**config.mk**
```make
export PLATFORM = sky130hd
export DESIGN_NAME = md5_candidate_gen_flat
export DESIGN_NICKNAME = d
export VERILOG_FILES = /design/src/rtl/md5_candidate_gen_if.sv /design/src/rtl/md5_candidate_gen.sv /design/src/flat_wrapper.sv
export SDC_FILE = /design/constraint.sdc
export NUM_CORES = 1
export LEC_CHECK = 0
export CORE_AREA = 2 2 231 233
export DETAILED_ROUTE_END_ITERATION = 10
export DIE_AREA = 0 0 233 235
export GPL_ROUTABILITY_DRIVEN = 0
export PLACE_DENSITY = 0.67
export REMOVE_ABC_BUFFERS = 1
export SYNTH_ARGS = -nofsm -noshare
export SYNTH_HDL_FRONTEND = slang
export SYNTH_SLANG_ARGS = --single-unit
```
**constraint.sdc**
```tcl
create_clock -name clk -period 4.63 [get_ports clk]
set_input_delay 1.1575 -clock clk [delete_from_list [all_inputs] [get_ports clk]]
set_output_delay 1.1575 -clock clk [all_outputs]
set_load 0.02 [all_outputs]
```
**src/rtl/md5_candidate_gen_if.sv**
```systemverilog
// md5_candidate_gen_if: candidate block stream (valid/ready, padded block, candidate length)
interface md5_candidate_gen_if;
    logic         valid;
    logic         ready;
    logic [511:0] m_out;
    logic [5:0]   cand_len;
    modport master (output valid, m_out, cand_len, input ready);
    modport slave  (input valid, m_out, cand_len, output ready);
endinterface

```
**src/rtl/md5_candidate_gen.sv**
```systemverilog
// md5_candidate_gen: odometer brute-force source emitting MD5-padded blocks; MD5_GEN_SEED_EN adds a seeded start point
module md5_candidate_gen #(
    parameter logic [7:0] CHARSET_BASE = 8'h61,
    parameter int         CHARSET_SIZE = 26,
    parameter int         MAX_LEN      = 8,
    parameter int         COUNT_W      = 64
) (
    input  logic                 clk,
    input  logic                 rst,
    input  logic                 start,
`ifdef MD5_GEN_SEED_EN
    input  logic [5:0]           seed_len,
    input  logic [8*MAX_LEN-1:0] seed_digits,
`endif
    md5_candidate_gen_if.master  bus,
    output logic [COUNT_W-1:0]   cand_count,
    output logic                 busy,
    output logic                 done
);
    typedef enum logic [1:0] {IDLE, RUN, DONE} state_t;
    localparam logic [7:0] LAST    = 8'(CHARSET_SIZE - 1);
    localparam logic [5:0] TOP_LEN = 6'(MAX_LEN);
    state_t                   state, state_n;
    logic [MAX_LEN-1:0][7:0]  dig, dig_n, init_dig;
    logic [5:0]               len, len_n, init_len;
    logic [COUNT_W-1:0]       count_n;
    logic                     last, carry, load;

    function automatic logic [511:0] pad_block(input logic [5:0] l, input logic [MAX_LEN-1:0][7:0] d);
        logic [511:0] m;
        m = '0;
        for (int j = 0; j < MAX_LEN; j++)
            if (j < int'(l)) m[8*j +: 8] = CHARSET_BASE + d[j];
        m[8*l +: 8] = 8'h80;
        m[448 +: 64] = {55'b0, l, 3'b0};
        return m;
    endfunction

`ifdef MD5_GEN_SEED_EN
    // clamp the seed so every instance starts on a legal candidate
    always_comb begin
        init_len = (seed_len == 6'd0 || seed_len > TOP_LEN) ? 6'd1 : seed_len;
        init_dig = '0;
        for (int k = 0; k < MAX_LEN; k++)
            init_dig[k] = (k < int'(init_len) && int'(seed_digits[8*k +: 8]) < CHARSET_SIZE) ? seed_digits[8*k +: 8] : 8'd0;
    end
`else
    assign init_len = 6'd1;
    assign init_dig = '0;
`endif

    // last candidate: full length with every digit at the top character
    always_comb begin
        last = (len == TOP_LEN);
        for (int j = 0; j < MAX_LEN; j++) last = last && (dig[j] == LAST);
    end

    // next state, odometer advance and count update
    always_comb begin
        state_n = state;
        len_n   = len;
        dig_n   = dig;
        count_n = cand_count;
        load    = 1'b0;
        carry   = 1'b0;
        if (state != RUN) begin
            if (start) begin
                state_n = RUN;
                len_n   = init_len;
                dig_n   = init_dig;
                count_n = '0;
                load    = 1'b1;
            end
        end else if (bus.ready) begin
            count_n = cand_count + 1'b1;
            if (last) begin
                state_n = DONE;
            end else begin
                load  = 1'b1;
                carry = 1'b1;
                for (int j = 0; j < MAX_LEN; j++)
                    if (carry && j < int'(len)) begin
                        dig_n[j] = (dig[j] == LAST) ? 8'd0 : dig[j] + 8'd1;
                        carry    = (dig[j] == LAST);
                    end
                if (carry) begin
                    len_n = len + 6'd1;
                    dig_n = '0;
                end
            end
        end
    end

    // state register
    always_ff @(posedge clk)
        if (rst) state <= IDLE;
        else     state <= state_n;

    // odometer, counter and block register; the block is built from the next odometer value
    always_ff @(posedge clk)
        if (rst) begin
            dig        <= '0;
            len        <= '0;
            cand_count <= '0;
            bus.m_out  <= '0;
        end else begin
            dig        <= dig_n;
            len        <= len_n;
            cand_count <= count_n;
            if (load) bus.m_out <= pad_block(len_n, dig_n);
        end

    assign busy         = (state == RUN);
    assign done         = (state == DONE);
    assign bus.valid    = busy;
    assign bus.cand_len = len;
endmodule

```
**src/flat_wrapper.sv**
```systemverilog
// flat-port wrapper written by rule: the top's interface ports become plain ports
module md5_candidate_gen_flat 
#(
    parameter logic [7:0] CHARSET_BASE = 8'h61,
    parameter int         CHARSET_SIZE = 26,
    parameter int         MAX_LEN      = 8,
    parameter int         COUNT_W      = 64
)
  (clk, rst, start, cand_count, busy, done, bus_valid, bus_m_out, bus_cand_len, bus_ready);
  md5_candidate_gen_if bus_i ();
  input  logic clk;
  input  logic rst;
  input  logic start;
  output logic [COUNT_W-1:0] cand_count;
  output logic busy;
  output logic done;
  output wire logic [$bits(bus_i.valid)-1:0] bus_valid;
  output wire logic [$bits(bus_i.m_out)-1:0] bus_m_out;
  output wire logic [$bits(bus_i.cand_len)-1:0] bus_cand_len;
  input wire logic [$bits(bus_i.ready)-1:0] bus_ready;
  assign bus_valid = bus_i.valid;
  assign bus_m_out = bus_i.m_out;
  assign bus_cand_len = bus_i.cand_len;
  assign bus_i.ready = bus_ready;
  md5_candidate_gen #(.CHARSET_BASE(CHARSET_BASE), .CHARSET_SIZE(CHARSET_SIZE), .MAX_LEN(MAX_LEN), .COUNT_W(COUNT_W)) u_core (.clk(clk), .rst(rst), .start(start), .bus(bus_i), .cand_count(cand_count), .busy(busy), .done(done));
endmodule
```
==> impl.org <==
** Pwr
- The design draws between 5 and 6 mW.
- The clock network is responsible for roughly 44% of the overall power.
- Power per standard cell area :: ~280 mW/mm²
- Of the total power, registers draw between 40% and 50%.
- Net switching is between 20 and 30% of the power.
- The internal power of the cells totals 3.83 mW.
- Summed over all nets, the switching power comes to approximately 1.6 mW.
- Combinational logic is responsible for 15.2% of the overall power.
- In this run the static leakage power is about 7.5 nW.
- Maximum resistive drop on vdd :: around 230 µV

** Floorplan
- The core region is approximately 0.052 mm².
- The floorplan step set the die width to between 200 and 250 µm.
- For this configuration, the core starts out at a cell density of between 30% and 40%.
- Vert. Die Dim :: around 240 µm
- For this design the top-level I/O count stands at 589.
- The floorplan step defined a die boundary enclosing about 0.055 mm².
- The initialized floorplan defines 84 standard-cell rows.

** Worst setup path
- Critical path start-end classification :: reg2reg
- STA puts the critical path data arrival time at between 4 and 5 ns.
- STA classifies the critical path startpoint as a register.
- The worst setup path is captured at a register.
- Setup slack on the worst reg-to-reg path comes out at around 0.27 ns.
- STA puts the critical path data required time at 5.13 ns.
- Crit path max fanout :: 15

** Place
- Summed over all nets, the half-perimeter wirelength after detailed placement is approximately 38000 µm.
- Port-buffer cells :: 194
- Before CTS, the worst setup slack after placement is -0.149 ns.

** Timing
- Share of the clock period used by the worst path after layout :: between 90% and 100%
- Final worst path period need :: 4.36 ns
- For this run, the top clock speed supported by timing is roughly 0.23 GHz.
- Relative slew slack :: slightly above 40%
- After routing, the total negative slack on setup checks comes to 0 ns.
- Actual slew at the worst max-slew pin :: between 0.8 and 0.9 ns
- RSZ-0062 raised after global routing :: no
- On the final layout, the worst clock skew is 0.0174 ns.
- Worst setup slack after layout :: between 0.2 and 0.3 ns
- Number of endpoints failing setup at the final stage :: 0
- Max-slew violation total from the final report :: 0
- Hold violation total from the final report :: 0

** Yosys
- Synthesis inferred 254 register bits.
- Counting flops with an async set or reset pin after synthesis yields a share of 0%.
- In the synthesized netlist, the number of instances is 2027.
- Yosys mapped the design onto 103 distinct sky130hd cell types.
- Main flop type after synthesis :: dfxtp_1
- Seq/Total Area, Yosys :: about 31%
- Yosys warnings :: 0
- Yosys mapped a number of flops with a built-in enable equal to 0.
- Each instance of the synthesized netlist takes up on average 8.21 µm².
- The cell area that synthesis handed to floorplanning was approximately 0.017 mm².

** CTS
- Number of clock sinks :: 254
- Hold-fix buffers, CTS :: 0
- Clock latency on the worst-skew pair :: 0.56 ns
- Clock edge transition at the registers on the reported setup and hold paths :: about 0.06 ns
- H-Tree Level Count :: 1
- No sink is reached through more buffers than the 3 on the longest clock path.
- TritonCTS built the clock tree.
- Number of buffers added by the clock tree synthesis step :: 27
- Clock tree synthesis selected as its root buffer the cell clkbuf_16.

** Routing
- The count of nets left with antenna violations once routing finished came out at 0.
- Drc violations :: 0
- Length of the first detailed-routing pass in iterations :: 5
- Vias :: about 15000
- 1st-iter DRT viols :: 1206
- Number of vias per cell after detailed routing :: 5.00
- Post-detailed-route wirelength per cell :: 17.1 µm
- WL final :: between 50000 and 60000 µm

** Layout
- Of the cells placed in the final design, the portion with a size suffix greater than 1 is under 10%.
- The number of antenna diodes in the final layout is 0.
- Leaving out fill and tap cells, the most frequent cell in the layout is conb_1.
- At the end of the flow, the number of nets in the layout was 2277.
- Area growth from synthesis to layout :: 15.8%
- After filler insertion, the fill cell instance count of the layout stands at between 5000 and 6000.
- Most frequent cells in the layout :: conb_1, dfxtp_1, nor2_1, clkdlybuf4s50_1, nand2_1

** Global routing
- For this run the aggregate overflow at the end of global routing stands at 0.
- Global routing consumed, over all layers together, around 17% of the routing resources.
- Entering global routing, the biggest net connects 73 pins.
- Number of global-route vias before repair :: 13300
- The first global-routing pass estimated around 77000 µm of wire.
- The number of antenna violations at the first check in global routing is 1.

** Hold path
- Hold/Removal Path Class :: reg2reg

** Outcome
- The flow ran to the end, and the final reports show no timing, DRC or antenna violations.

** Flow run
- Maximum Capacitance Violations :: 0
==> per-stage QoR <==
stage	util (%)	instances	cell area (µm²)	hold slack [ns]
3_5_place_dp	35.0	2902	18300	0.449
5_1_grt	36.9	2951	19300	0.477
3_3_place_gp	35.0	2902	18300	0.440
6_report	36.9	2951	19300	0.455
4_1_cts	36.9	2951	19300	0.461
2_1_floorplan	-	1932	14800	0.447
==> timing repair <==
item / 4_1_cts / 5_1_grt
gates resized for setup: 0 / 2
setup endpoints to repair: 0 / 35
setup buffers: 0 / 0
==> state kept, by name (all words and copies together) (netlist names) <==
register	cells
u_core.bus.cand_len	6
u_core.bus.m_out	118
u_core.cand_count	64
u_core.dig	64
u_core.state	2
==> final timing paths <==
kind / end / from / cells past startpoint
max: u_core.bus.m_out[6] / u_core.bus.cand_len[1] / 15
min reg2reg: u_core.bus.m_out[30] / u_core.bus.m_out[30] / 2
max reg2reg: u_core.bus.m_out[6] / u_core.bus.cand_len[1] / 15
min: u_core.bus.m_out[30] / u_core.bus.m_out[30] / 2
==> final cells by class <==
| type | count | area [µm²] | area share, % |
|---|---|---|---|
| tap | 688 | 861 | 4.47 |
| clock buffer | 35 | 746 | 3.87 |
| multi-input combinational | 1635 | 9560 | 49.6 |
| timing repair buffer | 282 | 2630 | 13.6 |
| inverter | 43 | 161 | 0.838 |
| sequential | 254 | 5080 | 26.4 |
| clock inverter | 14 | 233 | 1.21 |
==> power by group through the flow <==
| stage | Combinational (mW) | Clock (mW) | Sequential (mW) |
|---|---|---|---|
| 2_1_floorplan | 0.533 | 0 | 2.27 |
| 3_3_place_gp | 0.795 | 0 | 2.26 |
| 3_5_place_dp | 0.803 | 0 | 2.26 |
| 4_1_cts | 0.806 | 2.48 | 2.21 |
| 5_1_grt | 0.877 | 2.56 | 2.21 |
| 6_report | 0.825 | 2.41 | 2.21 |
==> cells in the mapped netlist, types with 40 or more instances <==
master      n  area [µm²]
xor2_1     40         350
clkbuf_1   62         233
a21oi_1    71         355
dfxtp_1   254        5080
inv_1      42         158
nor2_1    206         773
nand3_1   107         536
buf_4     397        2980
o21ai_0    41         205
a22o_1     44         385
nand2_1   113         424
nor3_1     43         215
==> critical path, stage by stage, from the launching register on <==
cell	delay, ns
dfxtp_1	0.44
buf_4	0.23
inv_1	0.06
ha_1	0.25
o21ai_1	0.53
a2111o_1	0.36
nor3_2	0.07
buf_4	0.22
nor2_1	0.57
a32oi_1	0.20
inv_1	0.10
ha_1	0.18
nor3b_1	0.30
a21oi_1	0.14
xor2_1	0.44
a32o_1	0.23
==> per-layer routing <==
metal	global-route usage (%)	wire, µm	up-vias	share of wire (%)
met3	5.34	5300	71	10
met5	0	11	-	0.022
met2	28.9	23900	776	47
met4	3.86	971	2	1.9
li1	-	-	6885	-
met1	21.7	20400	7030	40
==> cell families after synthesis <==
group                    after synthesis  share of synthesized area [%]
multiplexers                          20                           1.44
AND/OR/NAND/NOR                      711                           22.2
adder cells (fa/ha/maj)               30                           2.26
other                                  1                         0.0225
AO/OA/AOI/OAI                        401                           18.1
flip-flops                           254                           30.6
buffers and inverters                531                           21.1
XOR/XNOR                              79                           4.32
(Power assumes the default switching activity.)
==> RTL change: new RTL, config.mk and constraints unchanged <==
`MAX_LEN` is set to 8 in 2 places; all go to 16.
--- a/src/rtl/md5_candidate_gen.sv
+++ b/src/rtl/md5_candidate_gen.sv
@@ -2,7 +2,7 @@
 module md5_candidate_gen #(
     parameter logic [7:0] CHARSET_BASE = 8'h61,
     parameter int         CHARSET_SIZE = 26,
-    parameter int         MAX_LEN      = 8,
+    parameter int         MAX_LEN      = 16,
     parameter int         COUNT_W      = 64
 ) (
     input  logic                 clk,
--- a/src/flat_wrapper.sv
+++ b/src/flat_wrapper.sv
@@ -3,7 +3,7 @@
 #(
     parameter logic [7:0] CHARSET_BASE = 8'h61,
     parameter int         CHARSET_SIZE = 26,
-    parameter int         MAX_LEN      = 8,
+    parameter int         MAX_LEN      = 16,
     parameter int         COUNT_W      = 64
 )
   (clk, rst, start, cand_count, busy, done, bus_valid, bus_m_out, bus_cand_len, bus_ready);
Function: not settled (the Yosys comparison gave no result); the edit may change what the design does.
==> RTL change against the original RTL <==
  * Count of clock-buffer cells in the layout is 22 higher
  * Final area rose by 51%
  * First-iteration DRC count is 83% higher
  * Synthesized cell count rose by 44%
  * Maximum frequency is 5.3% lower
  * Non-clock buffer count increased by 280
  * Combinational power is 36% higher
  * Synthesized area up 41%
  * Sequential cell count grew 120
  * Setup slack lost 240 ps
  * Clock power grew 51%
  * Wire length increased by 58%
  * Clock skew rose by 21 ps
  * Total power grew 47%
==> RTL change: results (changes against the original RTL) <==
Post-Synth Adder-Cell Area -> 2.88% (was 2.26%)
XOR/XNOR Fraction of Synth Area -> 4.58% (was 4.32%)
iteration-0 DRC count of the detailed router -> 2,201 (was 1,206)
Crit Path Max Fanout -> 46 (was 15)
max reg flops -> 174 (was 118)
synth top area cells -> dfxtp_1 (32%), buf_4 (11%), nor2_1 (4.5%) (was dfxtp_1 (31%), buf_4 (18%), nor2_1 (4.6%))
share of cells above drive strength 1 -> 15.0% (was 9.46%)
Commonest cells post-synth -> dfxtp_1 (374), buf_4 (348), nor2_1 (282), nand2_1 (207), nand3_1 (142) (was buf_4 (397), dfxtp_1 (254), nor2_1 (206), nand2_1 (113), nand3_1 (107))
maximum vdd ir drop -> 0.252 mV (was 0.235 mV)
met3 Usage GRT -> 7.79% (was 5.34%)
routed wl met2 -> 35,700 um (was 23,900 um)
Met1 Wirelength -> 31,700 um (was 20,400 um)
DR top layer -> met4 (was met5)
syn_area_per_cell -> 8.02 um2 (was 8.21 um2)
share of the yosys chip area belonging to registers -> 31.9% (was 30.6%)
Post-DP Area -> 0.0273 mm2 (was 0.0183 mm2)
compound-gate portion of the synthesized area -> 20.0% (was 18.1%)
drt total wl -> 80,000 um (was 50,600 um)
grt met2 use -> 43.7% (was 28.9%)
Tot GR Track Use -> 27.8% (was 17.3%)
multiplexer area fraction after synthesis -> 0.794% (was 1.44%)
run status -> completed (unchanged)
static leakage -> 0.0114 uW (was 0.00749 uW)
headroom to the max-slew limit -> 24.7% (was 41.2%)
top flop regs -> u_core.bus.m_out x174, u_core.dig x128, u_core.cand_count x64 (was u_core.bus.m_out x118, u_core.cand_count x64, u_core.dig x64)
vias in the first global route -> 22,200 (was 13,300)
diode count -> 0 (unchanged)
vias post-DR -> 23,800 (was 14,800)
worst skew pair latency -> 590 ps (was 560 ps)
port bufs -> 250 (was 194)
M1 GR Usage -> 34.9% (was 21.7%)
Place WS -> -383 ps (was -149 ps)
metal3 WL -> 8940 um (was 5300 um)
Crit path arrival time -> 5020 ps (was 4860 ps)
nets@finish -> 3,445 (was 2,277)
iteration count of the initial detailed-routing pass -> 7 (was 5)
Final HPWL DP -> 59,200 um (was 38,400 um)
initial antenna violation count -> 0 (was 1)
first-pass GRT wire length -> 123,000 um (was 76,500 um)
placed insts -> 4,016 (was 2,902)
drt wl/cell -> 19.5 um (was 17.1 um)
-- RTL change: cell count changes after synthesis, sizes merged, moves of 29 or more --
cell	before	now
dfxtp	254	374
nand2	114	208
nor2	207	284
o21ai	59	134
and2	12	63
a22o	44	93
a21oi	73	121
buf	426	388
nor3	48	84
clkbuf	62	97
nand3	109	144
xor2	40	69
-- RTL change: cell type report --
cell class | count | area [um2] | area share, %
clock buffer | 57 | 1250 | 4.29
clock inverter | 23 | 255 | 0.875
inverter | 71 | 267 | 0.913
multi-input combinational | 2334 | 14100 | 48.3
sequential | 374 | 7490 | 25.7
tap | 688 | 861 | 2.95
timing repair buffer | 562 | 4980 | 17.1
-- RTL change: what timing repair did --
action / in CTS / in global routing
pin swaps: 2 / 19
setup buffers: 3 / 10
hold buffers: 0 / 0
endpoints found under the setup margin: 66 / 140
resized for setup: 13 / 50
-- RTL change: worst max-delay path: stages, from the launching register on --
cell,delay [ps]
dfxtp_1,350
inv_1,70
ha_1,120
or4b_1,470
nor3_2,240
buf_4,200
nand2_1,70
or2_2,400
o21ai_4,230
buf_4,470
o21ai_2,250
buf_4,230
nor3_1,350
o21ai_0,210
o211ai_1,300
xor2_1,200
buf_4,160
o21ai_0,70
-- RTL change: worst paths after layout --
kind / start / end / slack [ps] / cells past startpoint
setup / recovery: u_core.dig[57] / u_core.bus.m_out[111] / 30 / 17
hold / removal: u_core.bus.m_out[53] / u_core.bus.m_out[53] / 450 / 2
setup reg to reg: u_core.dig[57] / u_core.bus.m_out[111] / 30 / 17
hold reg to reg: u_core.bus.m_out[53] / u_core.bus.m_out[53] / 450 / 2
-- RTL change: report_power, final --
part / internal (uW) / switching [uW] / leakage [uW]
Combinational: 278 / 845 / 0.00766
Clock: 2150 / 1480 / 0.000737
Sequential: 3240 / 13.8 / 0.00301
